===== src/rtl/fe_pkg.sv =====
// -----------------------------------------------------------------------------
// fe_pkg
// Shared definitions for the UART bus peripheral: register offsets decoded
// from bus_addr[3:2], STATUS bit positions, the TX launch timeout and the
// TX launch FSM state type.
// -----------------------------------------------------------------------------
package fe_pkg;

    // Register offsets (bus_addr[3:2])
    localparam logic [1:0] REG_TXDATA = 2'd0;
    localparam logic [1:0] REG_RXDATA = 2'd1;
    localparam logic [1:0] REG_STATUS = 2'd2;
    localparam logic [1:0] REG_RSVD   = 2'd3;

    // STATUS bit indices
    localparam int unsigned ST_TX_FULL    = 0;
    localparam int unsigned ST_TX_EMPTY   = 1;
    localparam int unsigned ST_RX_VALID   = 2;
    localparam int unsigned ST_RX_OVERRUN = 3;
    localparam int unsigned ST_TX_DROP    = 4;
    localparam int unsigned ST_UART_BUSY  = 5;

    // Cycles spent waiting for the transmitter to report busy after a launch
    localparam int unsigned BUSY_TIMEOUT = 4;

    typedef enum logic [1:0] {
        TX_IDLE,
        TX_LAUNCH,
        TX_WAIT_BUSY,
        TX_WAIT_DONE
    } tx_state_e;

endpackage


===== src/rtl/sync_fifo.sv =====
// -----------------------------------------------------------------------------
// sync_fifo
// Single-clock FIFO with a combinational head (first-word fall-through).
// A push while full and a pop while empty are ignored; a push while full is
// ignored even when a pop occurs in the same cycle.
//
// Ports
//   clk    in   clock, rising edge
//   n_rst  in   asynchronous active-low reset (empties the FIFO)
//   push   in   write wdata into the tail
//   wdata  in   WIDTH-bit data to write
//   pop    in   discard the head entry
//   rdata  out  current head entry
//   full   out  DEPTH entries stored
//   empty  out  no entries stored
//   count  out  number of entries stored, $clog2(DEPTH)+1 bits
// -----------------------------------------------------------------------------
module sync_fifo #(
    parameter int unsigned DEPTH = 4,
    parameter int unsigned WIDTH = 8
) (
    input  logic                     clk,
    input  logic                     n_rst,
    input  logic                     push,
    input  logic [WIDTH-1:0]         wdata,
    input  logic                     pop,
    output logic [WIDTH-1:0]         rdata,
    output logic                     full,
    output logic                     empty,
    output logic [$clog2(DEPTH):0]   count
);

    localparam int unsigned AW = $clog2(DEPTH);
    localparam int unsigned CW = AW + 1;

    logic [WIDTH-1:0] mem_q [DEPTH];
    logic [AW-1:0]    wr_ptr_q, wr_ptr_d;
    logic [AW-1:0]    rd_ptr_q, rd_ptr_d;
    logic [CW-1:0]    count_q, count_d;
    logic             do_push, do_pop;

    assign full    = (count_q == CW'(DEPTH));
    assign empty   = (count_q == '0);
    assign count   = count_q;
    assign rdata   = mem_q[rd_ptr_q];

    assign do_push = push & ~full;
    assign do_pop  = pop & ~empty;

    // DEPTH is a power of two, so the pointers wrap by natural overflow.
    always_comb begin
        wr_ptr_d = wr_ptr_q;
        rd_ptr_d = rd_ptr_q;
        count_d  = count_q;
        if (do_push) begin
            wr_ptr_d = wr_ptr_q + AW'(1);
        end
        if (do_pop) begin
            rd_ptr_d = rd_ptr_q + AW'(1);
        end
        case ({do_push, do_pop})
            2'b10:   count_d = count_q + CW'(1);
            2'b01:   count_d = count_q - CW'(1);
            default: count_d = count_q;
        endcase
    end

    always_ff @(posedge clk or negedge n_rst) begin
        if (!n_rst) begin
            wr_ptr_q <= '0;
            rd_ptr_q <= '0;
            count_q  <= '0;
        end else begin
            wr_ptr_q <= wr_ptr_d;
            rd_ptr_q <= rd_ptr_d;
            count_q  <= count_d;
        end
    end

    // Storage is not reset; only entries between the pointers are visible.
    always_ff @(posedge clk) begin
        if (do_push) begin
            mem_q[wr_ptr_q] <= wdata;
        end
    end

endmodule


===== src/rtl/uart_peripheral.sv =====
// -----------------------------------------------------------------------------
// uart_peripheral
// Bus-mapped front end for a byte UART: a TX FIFO drained by a launch FSM into
// the transmitter, and a single-byte RX holding register with overrun flag.
//
// Registers (bus_addr[3:2]):
//   0 TXDATA  write: push wrdata[7:0] (dropped and tx_drop set when full)
//   1 RXDATA  read : {24'b0, byte}; a selected read clears rx_valid
//   2 STATUS  read : [0] tx_full [1] tx_empty [2] rx_valid [3] rx_overrun
//                    [4] tx_drop [5] uart_busy; write-1-clear bits 3 and 4
//   3 reserved (reads 0, writes ignored)
//
// Ports
//   clk, n_rst                 clock and asynchronous active-low reset
//   per_sel                    bus access targets this block
//   bus_addr, bus_wren,
//   bus_rden, bus_wrdata       bus request
//   bus_rddata                 read data, combinational from bus_addr[3:2]
//   uart_tx_data, uart_tx_send byte and one-cycle launch pulse to transmitter
//   uart_busy                  transmitter busy flag
//   uart_rx_data, uart_rx_flag received byte and byte-ready flag
//   uart_rx_clear              one-cycle pulse acknowledging uart_rx_flag
// -----------------------------------------------------------------------------
module uart_peripheral
    import fe_pkg::*;
#(
    parameter int unsigned FIFO_DEPTH = 4
) (
    input  logic        clk,
    input  logic        n_rst,
    input  logic        per_sel,
    input  logic [31:0] bus_addr,
    input  logic        bus_wren,
    input  logic        bus_rden,
    input  logic [31:0] bus_wrdata,
    output logic [31:0] bus_rddata,
    output logic [7:0]  uart_tx_data,
    output logic        uart_tx_send,
    input  logic        uart_busy,
    input  logic [7:0]  uart_rx_data,
    input  logic        uart_rx_flag,
    output logic        uart_rx_clear
);

    localparam logic [1:0] WAIT_LAST = 2'(BUSY_TIMEOUT - 1);

    // Bus decode
    logic [1:0] reg_sel;
    logic       wr_tx, wr_status, rd_rx;

    assign reg_sel   = bus_addr[3:2];
    assign wr_tx     = per_sel & bus_wren & (reg_sel == REG_TXDATA);
    assign wr_status = per_sel & bus_wren & (reg_sel == REG_STATUS);
    assign rd_rx     = per_sel & bus_rden & (reg_sel == REG_RXDATA);

    // TX FIFO
    logic                        fifo_pop;
    logic [7:0]                  fifo_head;
    logic                        fifo_full, fifo_empty;
    logic [$clog2(FIFO_DEPTH):0] fifo_count_unused;

    sync_fifo #(
        .DEPTH (FIFO_DEPTH),
        .WIDTH (8)
    ) u_tx_fifo (
        .clk   (clk),
        .n_rst (n_rst),
        .push  (wr_tx),
        .wdata (bus_wrdata[7:0]),
        .pop   (fifo_pop),
        .rdata (fifo_head),
        .full  (fifo_full),
        .empty (fifo_empty),
        .count (fifo_count_unused)
    );

    // TX launch FSM
    tx_state_e  state_q, state_d;
    logic [1:0] wait_cnt_q, wait_cnt_d;
    logic [7:0] tx_data_q, tx_data_d;

    // IDLE also requires uart_busy=0, which guarantees at least one idle
    // cycle of the transmitter between consecutive frames.
    always_comb begin
        state_d      = state_q;
        wait_cnt_d   = wait_cnt_q;
        tx_data_d    = tx_data_q;
        fifo_pop     = 1'b0;
        uart_tx_send = 1'b0;
        case (state_q)
            TX_IDLE: begin
                if (!fifo_empty && !uart_busy) begin
                    fifo_pop  = 1'b1;
                    tx_data_d = fifo_head;
                    state_d   = TX_LAUNCH;
                end
            end
            TX_LAUNCH: begin
                uart_tx_send = 1'b1;
                wait_cnt_d   = '0;
                state_d      = TX_WAIT_BUSY;
            end
            TX_WAIT_BUSY: begin
                if (uart_busy) begin
                    state_d = TX_WAIT_DONE;
                end else if (wait_cnt_q == WAIT_LAST) begin
                    state_d = TX_IDLE;
                end else begin
                    wait_cnt_d = wait_cnt_q + 2'd1;
                end
            end
            TX_WAIT_DONE: begin
                if (!uart_busy) begin
                    state_d = TX_IDLE;
                end
            end
            default: state_d = TX_IDLE;
        endcase
    end

    always_ff @(posedge clk or negedge n_rst) begin
        if (!n_rst) begin
            state_q    <= TX_IDLE;
            wait_cnt_q <= '0;
            tx_data_q  <= '0;
        end else begin
            state_q    <= state_d;
            wait_cnt_q <= wait_cnt_d;
            tx_data_q  <= tx_data_d;
        end
    end

    assign uart_tx_data = tx_data_q;

    // tx_drop: a hardware set in the same cycle as a clear wins.
    logic tx_drop_q, tx_drop_d;

    always_comb begin
        tx_drop_d = tx_drop_q;
        if (wr_status && bus_wrdata[ST_TX_DROP]) begin
            tx_drop_d = 1'b0;
        end
        if (wr_tx && fifo_full) begin
            tx_drop_d = 1'b1;
        end
    end

    // RX holding register
    logic [7:0] rx_byte_q, rx_byte_d;
    logic       rx_valid_q, rx_valid_d;
    logic       rx_overrun_q, rx_overrun_d;
    logic       rx_clear_q, rx_clear_d;
    logic       rx_event;

    // uart_rx_flag is still high during the clear pulse; masking it there keeps
    // one delivered byte from being seen twice.
    assign rx_event = uart_rx_flag & ~rx_clear_q;

    // A read in the same cycle as a capture frees the holding register, so
    // the new byte is loaded without flagging an overrun.
    always_comb begin
        rx_byte_d    = rx_byte_q;
        rx_valid_d   = rx_valid_q;
        rx_overrun_d = rx_overrun_q;
        rx_clear_d   = 1'b0;
        if (rd_rx) begin
            rx_valid_d = 1'b0;
        end
        if (wr_status && bus_wrdata[ST_RX_OVERRUN]) begin
            rx_overrun_d = 1'b0;
        end
        if (rx_event) begin
            rx_clear_d = 1'b1;
            if (!rx_valid_q || rd_rx) begin
                rx_byte_d  = uart_rx_data;
                rx_valid_d = 1'b1;
            end else begin
                rx_overrun_d = 1'b1;
            end
        end
    end

    always_ff @(posedge clk or negedge n_rst) begin
        if (!n_rst) begin
            rx_byte_q    <= '0;
            rx_valid_q   <= 1'b0;
            rx_overrun_q <= 1'b0;
            rx_clear_q   <= 1'b0;
            tx_drop_q    <= 1'b0;
        end else begin
            rx_byte_q    <= rx_byte_d;
            rx_valid_q   <= rx_valid_d;
            rx_overrun_q <= rx_overrun_d;
            rx_clear_q   <= rx_clear_d;
            tx_drop_q    <= tx_drop_d;
        end
    end

    assign uart_rx_clear = rx_clear_q;

    // Read mux
    logic [31:0] status;

    always_comb begin
        status                = '0;
        status[ST_TX_FULL]    = fifo_full;
        status[ST_TX_EMPTY]   = fifo_empty;
        status[ST_RX_VALID]   = rx_valid_q;
        status[ST_RX_OVERRUN] = rx_overrun_q;
        status[ST_TX_DROP]    = tx_drop_q;
        status[ST_UART_BUSY]  = uart_busy;
    end

    always_comb begin
        bus_rddata = '0;
        case (reg_sel)
            REG_RXDATA: bus_rddata = {24'b0, rx_byte_q};
            REG_STATUS: bus_rddata = status;
            default:    bus_rddata = '0;
        endcase
    end

    logic unused_bits;
    assign unused_bits = ^{bus_addr[31:4], bus_addr[1:0], bus_wrdata[31:8],
                           fifo_count_unused};

endmodule


===== config.mk =====
export PLATFORM = sky130hd
export DESIGN_NAME = uart_peripheral
export DESIGN_NICKNAME = d
export VERILOG_FILES = /design/src/rtl/fe_pkg.sv /design/src/rtl/sync_fifo.sv /design/src/rtl/uart_peripheral.sv
export SDC_FILE = /design/constraint.sdc
export NUM_CORES = 1
export LEC_CHECK = 0
export CORE_MARGIN = 2
export CORE_UTILIZATION = 44
export CTS_BUF_LIST = sky130_fd_sc_hd__clkbuf_4 sky130_fd_sc_hd__clkbuf_8
export CTS_CLUSTER_SIZE = 14
export DETAILED_ROUTE_END_ITERATION = 12
export PLACE_DENSITY = 0.89
export SYNTH_ARGS = -nofsm -noshare
export SYNTH_HDL_FRONTEND = slang
export SYNTH_HIERARCHICAL = 1
export SYNTH_SLANG_ARGS = --single-unit

===== constraint.sdc =====
create_clock -name clk -period 2.6 [get_ports clk]
set_clock_uncertainty 0.1 [all_clocks]
set_input_delay 0.65 -clock clk [delete_from_list [all_inputs] [get_ports clk]]
set_output_delay 0.65 -clock clk [all_outputs]
set_load 0.05 [all_outputs]

==> summary.txt <==
Seq/Total Area, Yosys - 0.5972
PortBufs - 42
Clk pin slew, worst setup/hold paths - 0.07 ns
Max-Cap Viols - 0
Critical Path AT - 1.80 ns
CTS Buf Count - 9
DR vias - 1735
Clock Path Buffers - 2
Final RePlAce weighted congestion - 0.7246
Period utilization - 0.9796
RSZ-0062 raised after global routing - no
Total global routing overflow - 0
Wire per inst - 16.89 microns
ANT cells - 0
Post-Synthesis Cells - 197
Setup-failing EPs final - 0
DRC - 0
DPL Wire Length - 3.618 mm
Max-slew headroom - 0.6069
Seq. cell area - 1737 sq um
Mean Syn Cell Area - 14.76 sq um
Non-Filler Instances - 338
GRT Total Usage - 0.1697
Root buffer cell - clkbuf_8
Highest clock rate - 392.6 MHz
Initial DRC count - 111
Core Region - 6386 sq um
Initial core utilization - 0.4553
Hold buffer count at cts - 0
Clock Latency Late Sink - 0.34 ns
Primary FF master, synth - edfxtp_1
ANT nets after route - 0
IO Count - 121
Largest stage delay on the critical path - 0.29 ns
Inst Count DP - 321
Drt total wl - 5.710 mm
TritonRoute pass-1 iters - 4
Worst Path Buf+Inv - 4
Post-route minimum period - 2.547 ns
YS warnings - 6
Worst Path Max Fanout - 6
VDD IR max - 0.5314 mV
Largest net degree at the start of global routing - 32
Setup_tns - 0 ns
Die Width - 85.30 microns
Synth Register Bits - 63
Worst setup SP type - primary input
Worst slew pin tran - 0.5896 ns
Multi-input logic area - 1145 sq um
Setup Crit Path Kind - primary input to output port
Area Growth Syn to Fin - 32.06%
CP endpoint kind - output port
Critical-path top delay cell - dlygate4sd2_1
Rows - 29
Die Y-Extent - 85.30 microns
TritonCTS clock tree - yes
CP Data Required Time - 1.85 ns
Share of post-route cells with drive strength above 1 - 0.3716
Initial antenna violation count - 0
CP cell instances - dlygate4sd2_1, inv_2, ha_4, buf_4, a22oi_2, nor2b_4, buf_12
Fillcell total - 459
Status - complete, no violations
Nets - 345
Final Hold Viols - 0
Via density - 5.133
Synthesized area - 2908 sq um
CTS Sinks - 63
Min-Delay Path Class - flip-flop to flip-flop
Max Transition Viols Final - 0
DIE AREA - 7275 sq um
H-tree levels - 3
Number of global-route vias before repair - 1839
Lkg Pwr - 1.556 nW
Asr flop ratio synth - 0.4921
First-pass GRT wire length - 9.108 mm
Distinct cells, synth - 37
PwrDens - 1002 nW/um^2
Post-synth EDFFs - 32
CP delay by family, top - buffers and inverters
==> repair_timing <==
item                       CTS  global route
setup buffers                1             0
pin swaps                    4             1
gates resized for setup     26             0
setup endpoints to repair    8             1
==> cells by family after synthesis <==
| family | count (synthesis) | share of synthesized area |
|---|---|---|
| AO/OA/AOI/OAI | 16 | 0.04045 |
| XOR/XNOR | 6 | 0.01808 |
| adder cells (fa/ha/maj) | 10 | 0.04561 |
| buffers and inverters | 40 | 0.08606 |
| flip-flops | 63 | 0.5972 |
| multiplexers | 27 | 0.1360 |
| other | 1 | 0.001290 |
| AND/OR/NAND/NOR | 34 | 0.07530 |
==> where the power goes <==
group          switching (W)  total [W]  leakage [nW]  internal, W
Clock               0.000385   0.000955         0.113     0.000570
Sequential          0.000248    0.00152         0.654      0.00127
Combinational       0.000722    0.00138         0.789     0.000653
Total                0.00135    0.00385          1.56      0.00249
==> state kept, by name, indices dropped and copies added, names as in the netlist <==
register / cells
uart_rx_clear: 1
u_tx_fifo/rd_ptr_q: 2
state_q: 2
tx_drop_q: 1
uart_tx_data: 8
rx_byte_q: 8
wait_cnt_q: 2
u_tx_fifo/mem_q: 32
u_tx_fifo/count: 3
rx_overrun_q: 1
u_tx_fifo/wr_ptr_q: 2
rx_valid_q: 1
==> metal layers <==
| layer | track usage | wire length, microns |
|---|---|---|
| met5 | 0 | 0 |
| met4 | 0.1198 | 195 |
| met3 | 0.03696 | 285 |
| met2 | 0.2777 | 3020 |
| met1 | 0.1978 | 2208 |
==> cell usage after synthesis (all sizes together) (3+ instances only) <==
| cell | n | area (sq um) |
|---|---|---|
| a22oi | 6 | 45.04 |
| mux2 | 17 | 195.2 |
| buf | 28 | 205.2 |
| xnor2 | 3 | 26.28 |
| nor2b | 6 | 37.54 |
| xor2 | 3 | 26.28 |
| and3 | 7 | 48.80 |
| inv | 10 | 37.54 |
| dfrtp | 31 | 775.7 |
| nand2 | 6 | 22.52 |
| o21ai | 4 | 20.02 |
| edfxtp | 32 | 960.9 |
| nor2 | 3 | 11.26 |
| ha | 9 | 112.6 |
| mux4 | 8 | 180.2 |
==> layout by cell type, fill, tap and decap left out, types with 3 or more instances in the layout <==
master	count
conb_1	24
buf_4	14
mux2_2	16
clkinv_4	3
mux4_2	8
clkdlybuf4s50_1	31
ha_4	4
edfxtp_1	32
a22oi_2	6
xnor2_1	3
ha_1	5
nor2_1	3
dfrtp_1	31
xor2_1	3
o21ai_0	4
nor2b_4	6
inv_1	8
nand2_1	6
clkbuf_8	10
and3_2	4
buf_12	8
==> path summary, 6_finish.rpt <==
kind	startpoint	to	slack [ns]	cells past startpoint
worst max register to register	u_tx_fifo/count[0]	u_tx_fifo/count[2]	0.29	9
worst min register to register	wait_cnt_q[1]	wait_cnt_q[1]	0.40	2
worst max-delay path	bus_addr[3]	bus_rddata[5]	0.05	7
max in group asynchronous	n_rst	u_tx_fifo/rd_ptr_q[1]	1.49	2
worst min-delay path	wait_cnt_q[1]	wait_cnt_q[1]	0.40	2
min in group asynchronous	n_rst	uart_tx_data[6]	0.59	2
==> metrics by stage <==
stage	area (sq um)	power (W)	utilization	hold WS, ns	worst slack, ns
floorplan	3034	0.002468	-	0.2544	-0.05210
global placement	3496	0.002782	0.5474	0.3741	-0.2465
detailed placement	3496	0.002848	0.5474	0.3945	-0.3221
CTS	3840	0.003870	0.6013	0.4105	0.06365
global route	3840	0.004026	0.6013	0.4312	0.001118
finish	3840	0.003848	0.6013	0.4022	0.05291
==> tightest hold or removal path: stages (launching register included) <==
cell     delay [ns]
dfrtp_1        0.37
nand2_1        0.05
o21ai_0        0.05
==> area by class of cell <==
| class | count | area share |
|---|---|---|
| sequential | 63 | 0.4523 |
| clock buffer | 10 | 0.03584 |
| tap | 77 | 0.02509 |
| clock inverter | 6 | 0.02444 |
| inverter | 10 | 0.009775 |
| multi-input combinational | 117 | 0.2981 |
| timing repair buffer | 55 | 0.1544 |
No activity file was read; power rests on OpenSTA's default activity.
